File: config.mk
export PLATFORM = sky130hd
export DESIGN_NAME = tdl_pattern_gen
export DESIGN_NICKNAME = d
export VERILOG_FILES = /design/src/rtl/tdl_pattern_gen.sv
export SDC_FILE = /design/constraint.sdc
export NUM_CORES = 1
export LEC_CHECK = 0
export BUFFER_PORTS_ARGS = -buffer_cell sky130_fd_sc_hd__buf_2
export CORE_MARGIN = 4
export CORE_UTILIZATION = 45
export DETAILED_ROUTE_END_ITERATION = 12
export MAX_ROUTING_LAYER = met4
export PLACE_DENSITY = 0.65
export SYNTH_ARGS = -nofsm -noshare
export SYNTH_HDL_FRONTEND = slang
export SYNTH_SLANG_ARGS = --single-unit
File: constraint.sdc
create_clock -name wClk -period 7.5 [get_ports wClk]
set_input_delay 2.25 -clock wClk [delete_from_list [all_inputs] [get_ports wClk]]
set_output_delay 2.25 -clock wClk [all_outputs]
set_load 0.02 [all_outputs]
File: src/rtl/tdl_pattern_gen.sv
// Synthetic tapped-delay-line column source: encodes a bin number as a thermometer
// pattern, single-shot or as a bin sweep, with optional single-bubble injection.
module tdl_pattern_gen #(
  parameter int NUM_FF      = 128,
  parameter int BITS_DECO   = 8,
  parameter int HOLD_CYCLES = 4,
  parameter int BUBBLE_OFS  = 6
) (
  input  logic                 wClk,
  input  logic                 wRstN,
  input  logic                 wCmdValid,
  output logic                 wCmdReady,
  input  logic                 wCmdSweep,
  input  logic [BITS_DECO-1:0] wCmdBin,
  input  logic [BITS_DECO-1:0] wCmdBinEnd,
  input  logic                 wCmdBubble,
  input  logic                 wAbort,
  output logic [NUM_FF-1:0]    wPatOut,
  output logic                 wPatValid,
  output logic [BITS_DECO-1:0] wPatBin,
  output logic                 wBusy,
  output logic                 wDone,
  output logic                 wErrRange
);

  localparam logic [1:0] S_IDLE = 2'd0;
  localparam logic [1:0] S_EMIT = 2'd1;
  localparam logic [1:0] S_HOLD = 2'd2;

  localparam int CNT_W     = (HOLD_CYCLES > 2) ? $clog2(HOLD_CYCLES) : 1;
  localparam int HOLD_LOAD = (HOLD_CYCLES >= 2) ? HOLD_CYCLES - 2 : 0;

  localparam logic [BITS_DECO-1:0] MAX_BIN = BITS_DECO'(NUM_FF - 20);
  localparam logic [CNT_W-1:0]     CNT_LOAD = CNT_W'(HOLD_LOAD);

  logic [1:0]           r_state;
  logic [CNT_W-1:0]     r_cnt;
  logic [BITS_DECO-1:0] r_cur;
  logic [BITS_DECO-1:0] r_end;
  logic                 r_sweep;
  logic                 r_bubble;
  logic [NUM_FF-1:0]    r_pat;
  logic                 r_err;

  logic                 w_bin_ok;
  logic                 w_end_ok;
  logic                 w_cmd_legal;
  logic                 w_pat_end;
  logic                 w_last;
  logic [BITS_DECO-1:0] w_cur_next;

  // Ones below the edge; the optional bubble sits BUBBLE_OFS bits under the edge bit.
  function automatic logic [NUM_FF-1:0] f_pattern(input logic [BITS_DECO-1:0] bin,
                                                  input logic bubble);
    logic [NUM_FF-1:0] v;
    int b;
    b = int'(bin);
    for (int k = 0; k < NUM_FF; k++) begin
      v[k] = (k < b) && !(bubble && (b > BUBBLE_OFS) && (k == b - 1 - BUBBLE_OFS));
    end
    return v;
  endfunction

  assign w_bin_ok    = (wCmdBin != '0) && (wCmdBin <= MAX_BIN);
  assign w_end_ok    = (wCmdBinEnd >= wCmdBin) && (wCmdBinEnd <= MAX_BIN);
  assign w_cmd_legal = w_bin_ok && (!wCmdSweep || w_end_ok);

  // The EMIT cycle counts toward the hold time, so a one-cycle hold ends in EMIT itself.
  assign w_pat_end  = ((r_state == S_EMIT) && (HOLD_CYCLES == 1)) ||
                      ((r_state == S_HOLD) && (r_cnt == '0));
  assign w_last     = !r_sweep || (r_cur == r_end);
  assign w_cur_next = r_cur + BITS_DECO'(1);

  assign wCmdReady = (r_state == S_IDLE);
  assign wBusy     = (r_state != S_IDLE);
  assign wPatValid = (r_state == S_EMIT);
  assign wPatOut   = r_pat;
  assign wPatBin   = r_cur;
  assign wErrRange = r_err;
  assign wDone     = w_pat_end && w_last && !wAbort;

  // NOTE: sequential state uses non-blocking assignments so every register samples
  // the pre-edge values of its neighbours, independent of statement order.
  always_ff @(posedge wClk or negedge wRstN) begin
    if (!wRstN) begin
      r_state  <= S_IDLE;
      r_cnt    <= '0;
      r_cur    <= '0;
      r_end    <= '0;
      r_sweep  <= 1'b0;
      r_bubble <= 1'b0;
      r_pat    <= '0;
      r_err    <= 1'b0;
    end else begin
      r_err <= 1'b0;
      if (wAbort) begin
        r_state <= S_IDLE;
        r_pat   <= '0;
      end else begin
        case (r_state)
          S_IDLE: begin
            if (wCmdValid) begin
              if (w_cmd_legal) begin
                r_cur    <= wCmdBin;
                r_end    <= wCmdBinEnd;
                r_sweep  <= wCmdSweep;
                r_bubble <= wCmdBubble;
                r_pat    <= f_pattern(wCmdBin, wCmdBubble);
                r_state  <= S_EMIT;
              end else begin
                r_err <= 1'b1;
              end
            end
          end
          S_EMIT, S_HOLD: begin
            if (w_pat_end) begin
              if (w_last) begin
                r_state <= S_IDLE;
                r_pat   <= '0;
              end else begin
                r_cur   <= w_cur_next;
                r_pat   <= f_pattern(w_cur_next, r_bubble);
                r_state <= S_EMIT;
              end
            end else if (r_state == S_EMIT) begin
              r_cnt   <= CNT_LOAD;
              r_state <= S_HOLD;
            end else begin
              r_cnt <= r_cnt - CNT_W'(1);
            end
          end
          default: begin
            r_state <= S_IDLE;
            r_pat   <= '0;
          end
        endcase
      end
    end
  end

endmodule

# Word-level counts from Yosys, hierarchy flattened
# Cells that the tools add are included.
# word_totals
ff_bits	151
in_bits	22
output_inout_bits	141
wordCells	1359
# classes
addsub	6
order_cmp	261
n_eq_ne	265
mux	23
bitwise	2
reduce_logical	794
# ops
op	count
8-bit by 32-bit equality test with 1-bit output, first input constant	64
7-bit by 32-bit equality test with 1-bit output, first input constant	32
7-bit by 8-bit less-than comparator with 1-bit output, first input constant	128
8-bit by 10-bit equality test with 1-bit output, first input constant	64
128-bit 2-to-1 mux	5
1-bit logical AND	520
6-bit by 32-bit equality test with 1-bit output, first input constant	16
6-bit by 8-bit less-than comparator with 1-bit output, first input constant	64
7-bit by 10-bit equality test with 1-bit output, first input constant	32
1-bit logical NOT	259
5-bit by 32-bit equality test with 1-bit output, first input constant	8
5-bit by 8-bit less-than comparator with 1-bit output, first input constant	32
128-bit one-hot mux with 2 select lines	1
6-bit by 10-bit equality test with 1-bit output, first input constant	16
4-bit by 32-bit equality test with 1-bit output, first input constant	4
4-bit by 8-bit less-than comparator with 1-bit output, first input constant	16
5-bit by 10-bit equality test with 1-bit output, first input constant	8
3-bit by 32-bit equality test with 1-bit output, first input constant	2
32-bit logical NOT	2
3-bit by 8-bit less-than comparator with 1-bit output, first input constant	8
4-bit by 10-bit equality test with 1-bit output, first input constant	4
2-bit by 32-bit equality test with 1-bit output, first input constant	1
1-bit by 8-bit less-than comparator with 1-bit output, first input constant	4
2-bit by 8-bit less-than comparator with 1-bit output, first input constant	4
33 further kinds	57

# Longest topological paths before layout
# Gate-level depths: netlist (run 1).
# depth
word_depth	11
ltp_mapped	20
mapped_depth_nobuf	18

# Worst setup path before layout (run 1)
# No wires, ideal clock.
# synth_timing
path_kind	input to register
from	input port wCmdBin[1]
to	register r_pat[10] (netlist: wPatOut[10])
setup_time_ps	126
arrival_ps	5108
required_time_ps	7374
setup_slack_ps	2266
cell_stages	14
path_buffers	3
cell_sequence	buf_2 > inv_1 > ha_1 > xor2_1 > ha_1 > or3_1 > clkbuf_1 > nor2_2 > mux2i_1 > or3b_1 > nor2_2 > buf_2 > a221oi_1 > a221o_1
# synth_between
elab_chain_len	10
word_cells_on_any_way	22
cone_classes	add/sub: 2; order compare: 4; eq/ne: 2; mux: 4; reduce/logical: 10
# synth_rtl
item	line	source
start, declared	14	input logic [BITS_DECO-1:0] wCmdBin,
8-bit by 1-bit subtractor with 9-bit output	59	v[k] = (k < b) && !(bubble && (b > BUBBLE_OFS) && (k == b - 1 - BUBBLE_OFS));
9-bit by 4-bit subtractor with 10-bit output	59	
5-bit by 10-bit equality test with 1-bit output	59	
1-bit logical AND	59	
1-bit logical NOT	59	
1-bit logical AND	59	
128-bit 2-to-1 mux	103	if (w_cmd_legal) begin
128-bit 2-to-1 mux	102	if (wCmdValid) begin
128-bit one-hot mux with 2 select lines	100	case (r_state)
128-bit 2-to-1 mux	96	if (wAbort) begin
end signal, assigned	108	r_pat <= f_pattern(wCmdBin, wCmdBubble);
end signal, assigned	122	r_pat <= f_pattern(w_cur_next, r_bubble);
end, declared	42	logic [NUM_FF-1:0] r_pat;
# Several ways; a longest one is shown, not always the timed one. The select of a mux whose other input is x is not followed.
# A chain may end at the register's enable or synchronous reset.

# Worst setup path after layout (run 1)
# layout_timing
from	register r_cur[1] (netlist: wPatBin[1])
to	register r_pat[0] (netlist: wPatOut[0])
# layout_between
elab_chain_len	11
word_cells_on_any_way	16
cone_classes	add/sub: 3; order compare: 2; eq/ne: 1; mux: 4; reduce/logical: 6
# layout_rtl
item	line	source
start, declared	38	logic [BITS_DECO-1:0] r_cur;
start signal, assigned	104	r_cur <= wCmdBin;
start signal, assigned	121	r_cur <= w_cur_next;
8-bit by 1-bit adder with 8-bit output	72	assign w_cur_next = r_cur + BITS_DECO'(1);
8-bit by 1-bit subtractor with 9-bit output	59	
32-bit by 4-bit subtractor with 32-bit output	59	
32-bit logical NOT	59	
1-bit logical AND	59	
1-bit logical NOT	59	
1-bit logical AND	59	
128-bit 2-to-1 mux *	117	if (w_last) begin
128-bit 2-to-1 mux *	116	if (w_pat_end) begin
128-bit one-hot mux with 2 select lines *	100	
128-bit 2-to-1 mux *	96	
# Every way passes the cells marked *; elsewhere a longest branch is shown, timed or not. The select of a mux whose other input is x is not followed.

==> impl_results.md, run 1 <==
- Syn_nets: 1,339
- Starting Density: between 40% and 50%
- F_max: approximately 160 MHz
- VDD IR max: 0.000480 V
- Net Sw Frac: a little under three fifths
- Fin Clk Skew: just under 0.009 ns
- CP Buf/Inv Count: 1
- CTS Hold Bufs: 0
- Clock share of power: approximately 16%
- Largest area contributor in the netlist: dfrtp_1
- #FFs+latches synth: 151
- TritonCTS clock tree: yes
- Share of layout cells above drive strength 1: 20.3%
- Crit path kind: register to register
- Commonest non-fill, non-tap cell in the layout: nand2_1
- Core Box Area: approximately 24,000 sq um
- Grt total ovfl: 0
- Hold/Removal Path Class: register to register
- Synth top area cells: dfrtp_1 35%, nand2_1 5.9%, a22oi_1 5.5%
- Io pins: approximately 160
- Hold path startpoint: wPatOut[118]
- Worst reg2reg path depth: 19
- Mapped Area: roughly 11,000 sq um
- P&R area growth vs syn: 14.6%
- Commonest cells after routing, fill and taps aside: 170 x nand2_1, 161 x buf_2, 151 x dfrtp_1, 98 x o21ai_0, 80 x a22oi_1
- Starting DRT DRC Count: around 2,200
- Number of flops mapped to enable cells by yosys: 0
- Unrepaired setup endpoints after global routing: false
- DR vias: ~12,000
- Cts bufs inserted: 17
- Combinational Power Share: 60.6%
- Avg WL per Cell: between 20 and 30 um
- Number of global-route vias before repair: ~11,000
- Status: complete, no violations
- Final hold vios: 0
- Clock Sinks: ~150
- Die Footprint: roughly 27,000 sq um
- Crit-path slowest cell: dfrtp_1
- Rows: 56
- Post-layout minimum cycle time: approximately 6.3 ns
- DR pass1 iterations: 6
- Synth top area share: 34.7%
- M1 GR Usage: around 49%
- Worst hold slack: ~0.46 ns
- Final WL: a little under 50 mm
- Crit end category: register
- Post_cts resized: 0
- Post-DR vias/cell: just over 7
- Post-route ant nets: 0
- Max-slew violations: 0
- Pwr/cell area: ~460 nW/um^2
- First-pass GRT wire length: around 71 mm
- Startpoint types: register
- Seq/Total Area, Yosys: between 30 and 40%
- Pleak: about 5.6 nW
- Crit share post-route: a little over four fifths
- Initial antenna violation count: 2
- Worst hold stages: 2
- DPL Wire Length: ~33 mm
- Clock input transition at the sequential cells of the worst setup and hold paths: 0.07 ns
- FFs w/ async S/R, synth: 100%
- Top Usage Layer GRT: met2
- Maximum fanout along the worst path: 16
- Worst path top cell family by delay: simple AND/OR/NAND/NOR gates
- GPL Wtd Cong: between 1 and 1.5
- Hold Crit Endpoint: wPatOut[118]
- Int Power: between 2 and 2.5 mW
- Slowest stage delay, CP: about 0.69 ns
- Met3 Usage GRT: between 10 and 15%
- Relative slew slack: 7.73%
- Syn Area/Cell: around 8.5 sq um
- Worst path arrival time: between 6 and 7 ns
- DRC viols: 0
- Die Span Y: between 150 and 200 um
- Root buffer cell: clkbuf_16
- Post-Synthesis Cells: ~1,300
- Die X: roughly 160 um
- Setup repair bufs after CTS: 0
- Clk buf depth: 2
- GRT Total Usage: a little over a third
- Largest net degree at the start of global routing: 96
- Number of port buffers: 162
- CP dominant cell by count: ha_1
- Final Setup Violations: 0
- Worst skew pair latency: roughly 0.44 ns
- Ys flop type: dfrtp_1
- Setup_tns: 0 ns
- H-tree depth: 4
- Worst-Margin Slew: 1.38 ns
- Critical Path RT: ~7.8 ns
- Final nets: about 1,400
- Worst path cell trace: ha_1 > xor2_1 > buf_4 > xor2_1 > ha_1 > nor4_1 > a221o_1 > nor2_1 > a21oi_2 > nand3_1 > ha_1 > nor4b_1 > nand4_1 > nor3_1 > nand2_1 > nor3_2 > nand3_1 > or4_1 > a221o_1
- # Max-Cap Violations: 0
- Worst r2r src: wPatBin[1]
- Warnings from Yosys: 0
- Sequential share of power: between 20% and 30%
- Reg-to-reg endpoint: wPatOut[0]
- Met2 Use GR: about half
- Psw: between 3 and 4 mW
- Setup slack, reg-to-reg: 1.19 ns
- Netlist cell types: 86
routing by layer:
metal | routed length [um] | share of wire [%]
met1 | 19100 | 40
met4 | 2590 | 5.4
met2 | 20000 | 42
met5 | 0 | 0
met3 | 6460 | 13
cells in the mapped netlist, types with 5 or more instances:
cell type and instances:
and2_1 8, a221o_1 23, a32oi_1 16, clkbuf_1 64, o21ai_1 27, nor2_2 5
or3_1 7, nand3_2 12, o211ai_1 6, nor3_1 56, o221ai_1 59, and3_1 10
o31ai_1 6, a21oi_1 59, or4_1 16, dfrtp_1 151, a221oi_1 48, a211oi_1 6
nand2_1 170, mux2_2 11, xnor2_1 12, nor4_1 6, a31oi_1 9, nand3_1 37
a22oi_1 80, buf_2 29, o21ai_0 98, xor2_1 18, ha_1 36, nor2_1 78
inv_1 23
worst max-delay path by stage:
stage / start / endpoint / slack [ns] / cells after the start
finish: wPatBin[1] / wPatOut[0] / 1.19 / 19
global route: wPatBin[1] / wPatOut[13] / 0.77 / 19
CTS: wPatBin[1] / wPatOut[1] / 1.34 / 19
detailed placement: wCmdBin[1] / wPatOut[114] / 1.18 / 12
global placement: wCmdBin[1] / wPatOut[112] / 1.17 / 12
floorplan: wCmdBin[1] / wPatOut[10] / 2.27 / 14
power by group through the flow:
stage	registers (mW)	clock network (mW)	logic, mW
2_1_floorplan	1.54	0	2.04
3_3_place_gp	1.38	0	3.30
3_5_place_dp	1.38	0	3.33
4_1_cts	1.36	0.890	3.34
5_1_grt	1.40	0.928	3.65
6_report	1.37	0.891	3.48
per-stage QoR:
stage          setup slack, ns  util [%]  power [mW]  instance area, sq um  std cells
2_1_floorplan             2.27         -        3.58                 10900       1281
3_3_place_gp              1.17      50.2        4.68                 11900       1684
3_5_place_dp              1.18      50.2        4.71                 11900       1684
4_1_cts                   1.34      52.7        5.59                 12500       1716
5_1_grt                  0.771      52.8        5.97                 12500       1717
6_report                  1.19      52.8        5.75                 12500       1717
state kept, by name, indices dropped and copies added (netlist names):
register and count:
r_cnt 2, r_sweep 1, wPatBin 8, r_end 8, r_bubble 1, wErrRange 1
wPatOut 128, r_state 2
logic make-up (layout without fill, tap and decap cells):
kind of cell             after synthesis  count (layout)  share of synthesized area, %
AO/OA/AOI/OAI                        477             477                          31.4
AND/OR/NAND/NOR                      442             442                          20.1
flip-flops                           151             151                          34.7
buffers and inverters                127             243                          5.10
adder cells (fa/ha/maj)               36              36                          4.13
XOR/XNOR                              34              34                          3.21
multiplexers                          14              14                          1.41
other                                  0               1                             0
tightest hold or removal path, delay by kind of cell (launching register included):
| kind | cells | cell delay (ns) |
|---|---|---|
| DFF | 1 | 0.34 |
| and+or+nand+nor | 2 | 0.10 |
cell type report:
type                            count  area [sq um]
Inverter                           24          90.1
Clock inverter                     14           156
Tap cell                          319           399
Multi-Input combinational cell   1003          6610
Sequential cell                   151          3780
Timing Repair Buffer              187          1020
Clock buffer                       18           439
Antenna cell                        1          2.50
Fill cell                        2337         11200
No activity file was read; power rests on OpenSTA's default activity.
==> run 2, diff against run 1 <==
PLACE_DENSITY = 0.68   (was 0.65)
clock period = 5.22 ns   (was 7.5 ns; I/O delays follow)
==> run 2 against run 1 <==
Via count is 3.1% higher. Worst hold slack improved by 0.0029 ns. Clock skew up 0.0043 ns. Register-to-register slack worse by 0.92 ns. Highest routed layer unchanged. Non-clock buffer count grew 69. Critical path type unchanged. Design area is 4.4% higher. Total power increased by 49%. Global-route usage is 0.77 points higher.
==> impl_results.md, run 2 (synthesis gave the netlist of run 1 again) <==
- Status: complete, no violations
- VDD IR max: about 0.00085 V
- DPL Wire Length: 34.2 mm
- Cts bufs inserted: 17
- Final Setup Violations: 0
- Critical Path RT: 5.54 ns
- Post_cts resized: 0
- Post-route ant nets: 0
- Core Box Area: about 24,000 sq um
- Starting DRT DRC Count: 2,096
- Final WL: 49.3 mm
- F_max: between 200 and 250 MHz
- Die X: ~160 um
- Avg WL per Cell: 27.6 um
- CP dominant cell by count: ha_1
- Area of the multi-input gates: around 6600 sq um
- Crit end category: register
- Io pins: ~160
- Maximum fanout along the worst path: 7
- Startpoint types: register
- Ant. Diodes: 0
- Setup repair bufs after CTS: 0
- Commonest cells after routing, fill and taps aside: 170 x nand2_1, 161 x buf_2, 151 x dfrtp_1, 98 x o21ai_0, 91 x buf_4
- H-tree depth: 4
- CTS Hold Bufs: 0
- Largest net degree at the start of global routing: 92
- Clk buf depth: 2
- Pleak: slightly below 6 nW
- TritonCTS clock tree: yes
- GPL Wtd Cong: a little over 1
- Crit-path slowest cell: or4_1
- Root buffer cell: clkbuf_16
- DR vias: between 10,000 and 15,000
- Worst path cell trace: inv_1 > ha_1 > xor2_1 > ha_1 > a2111oi_2 > nor2_1 > a21oi_2 > nand3_1 > ha_1 > nor4b_1 > nand4_1 > nor3_2 > nand2_1 > nor3_4 > nand3_1 > or4_1 > a221o_1
- Grt total ovfl: 0
- GRT Total Usage: between 30% and 40%
- Post-DR vias/cell: about 7
- Post-layout minimum cycle time: ~4.9 ns
- Relative slew slack: 6.68%
- Rows: between 50 and 60
- Number of global-route vias before repair: ~11,000
- Clock Sinks: between 150 and 200
- Final nets: 1,511
- Worst-Margin Slew: 1.40 ns
- Slowest stage delay, CP: 0.43 ns
- Placed standard-cell area: 12,400 sq um
- Fill cells: between 2,000 and 2,500
- Max-slew violations: 0
- Pwr/cell area: 658 nW/um^2
- # Max-Cap Violations: 0
- Commonest non-fill, non-tap cell in the layout: nand2_1
- First-pass GRT wire length: slightly above 70 mm
- Setup_tns: 0 ns
- Number of port buffers: 162
- Register Area: between 3000 and 4000 sq um
- Design area: ~13,000 sq um
- Final WS setup: ~0.27 ns
- Post-place setup slack: between 0.15 and 0.2 ns
- P&R area growth vs syn: 19.6%
- Crit share post-route: 94.7%
- Share of layout cells above drive strength 1: between 20% and 30%
- DR pass1 iterations: 7
- Worst hold slack: 0.466 ns
- DRC viols: 0
- Worst skew pair latency: around 0.44 ns
- Worst path arrival time: around 5.3 ns
- Die Span Y: approximately 160 um
- Die Footprint: 26,800 sq um
- Max reg flops: 128
- Final hold vios: 0
- Starting Density: 46.0%
- Fin Clk Skew: around 0.013 ns
- Crit path kind: register to register
- Clock input transition at the sequential cells of the worst setup and hold paths: about 0.07 ns
- Overall power: ~8.6 mW
- Hold/Removal Path Class: register to register
- Initial antenna violation count: 0
==> run 2: changes by cell type in the layout (fill, tap and decap cells not counted), sizes merged <==
cell,before,now
buf,187,256
diode,1,0
clkinv,4,3
clkinvlp,1,2
==> run 2: cell type report <==
type	instances	area share, %
well taps	319	3.06
multi-input cells	1003	50.8
clock buffers	18	3.29
clock inverters	14	1.19
inverters	24	0.691
flip-flops and latches	151	29.0
repair buffers	256	12.0
==> run 2: worst paths after layout <==
kind	start	end	slack, ns	cells after the start
max in group asynchronous	wRstN	wPatOut[16]	3.13	2
worst max register to register	wPatBin[0]	wPatOut[1]	0.27	17
worst min register to register	wPatOut[119]	wPatOut[119]	0.47	2
min in group asynchronous	wRstN	r_end[4]	1.21	1
worst max-delay path	wPatBin[0]	wPatOut[1]	0.27	17
worst min-delay path	wPatOut[119]	wPatOut[119]	0.47	2
==> run 2: layer usage <==
layer,vias up,track usage (%),routed length [um]
met1,5929,50.2,19100
met5,-,-,0
met4,0,16.9,2920
li1,5273,-,-
met2,1050,51.7,20500
met3,225,9.74,6860
==> run 2: critical path, delay by kind of cell (launching register included) <==
kind                     cells  cell delay, ns
AO/OA/AOI/OAI                3            0.99
XOR/XNOR                     1            0.19
adder cells (fa/ha/maj)      3            0.95
buffers and inverters        1            0.21
flip-flops                   1            0.41
AND/OR/NAND/NOR              9            2.07
==> run 2: report_power, final <==
| part | internal [mW] | leakage (nW) | switching, mW |
|---|---|---|---|
| Sequential | 1.56 | 2.03 | 0.372 |
| Combinational | 1.46 | 3.63 | 3.93 |
| Clock | 0.679 | 0.282 | 0.587 |
| Total | 3.70 | 5.94 | 4.88 |
==> run 2: through the flow <==
step                      cells  util, %
after global routing       1785     55.1
after global placement     1753     52.5
after detailed placement   1753     52.5
after floorplan            1281        -
after CTS                  1785     55.0
final                      1785     55.1
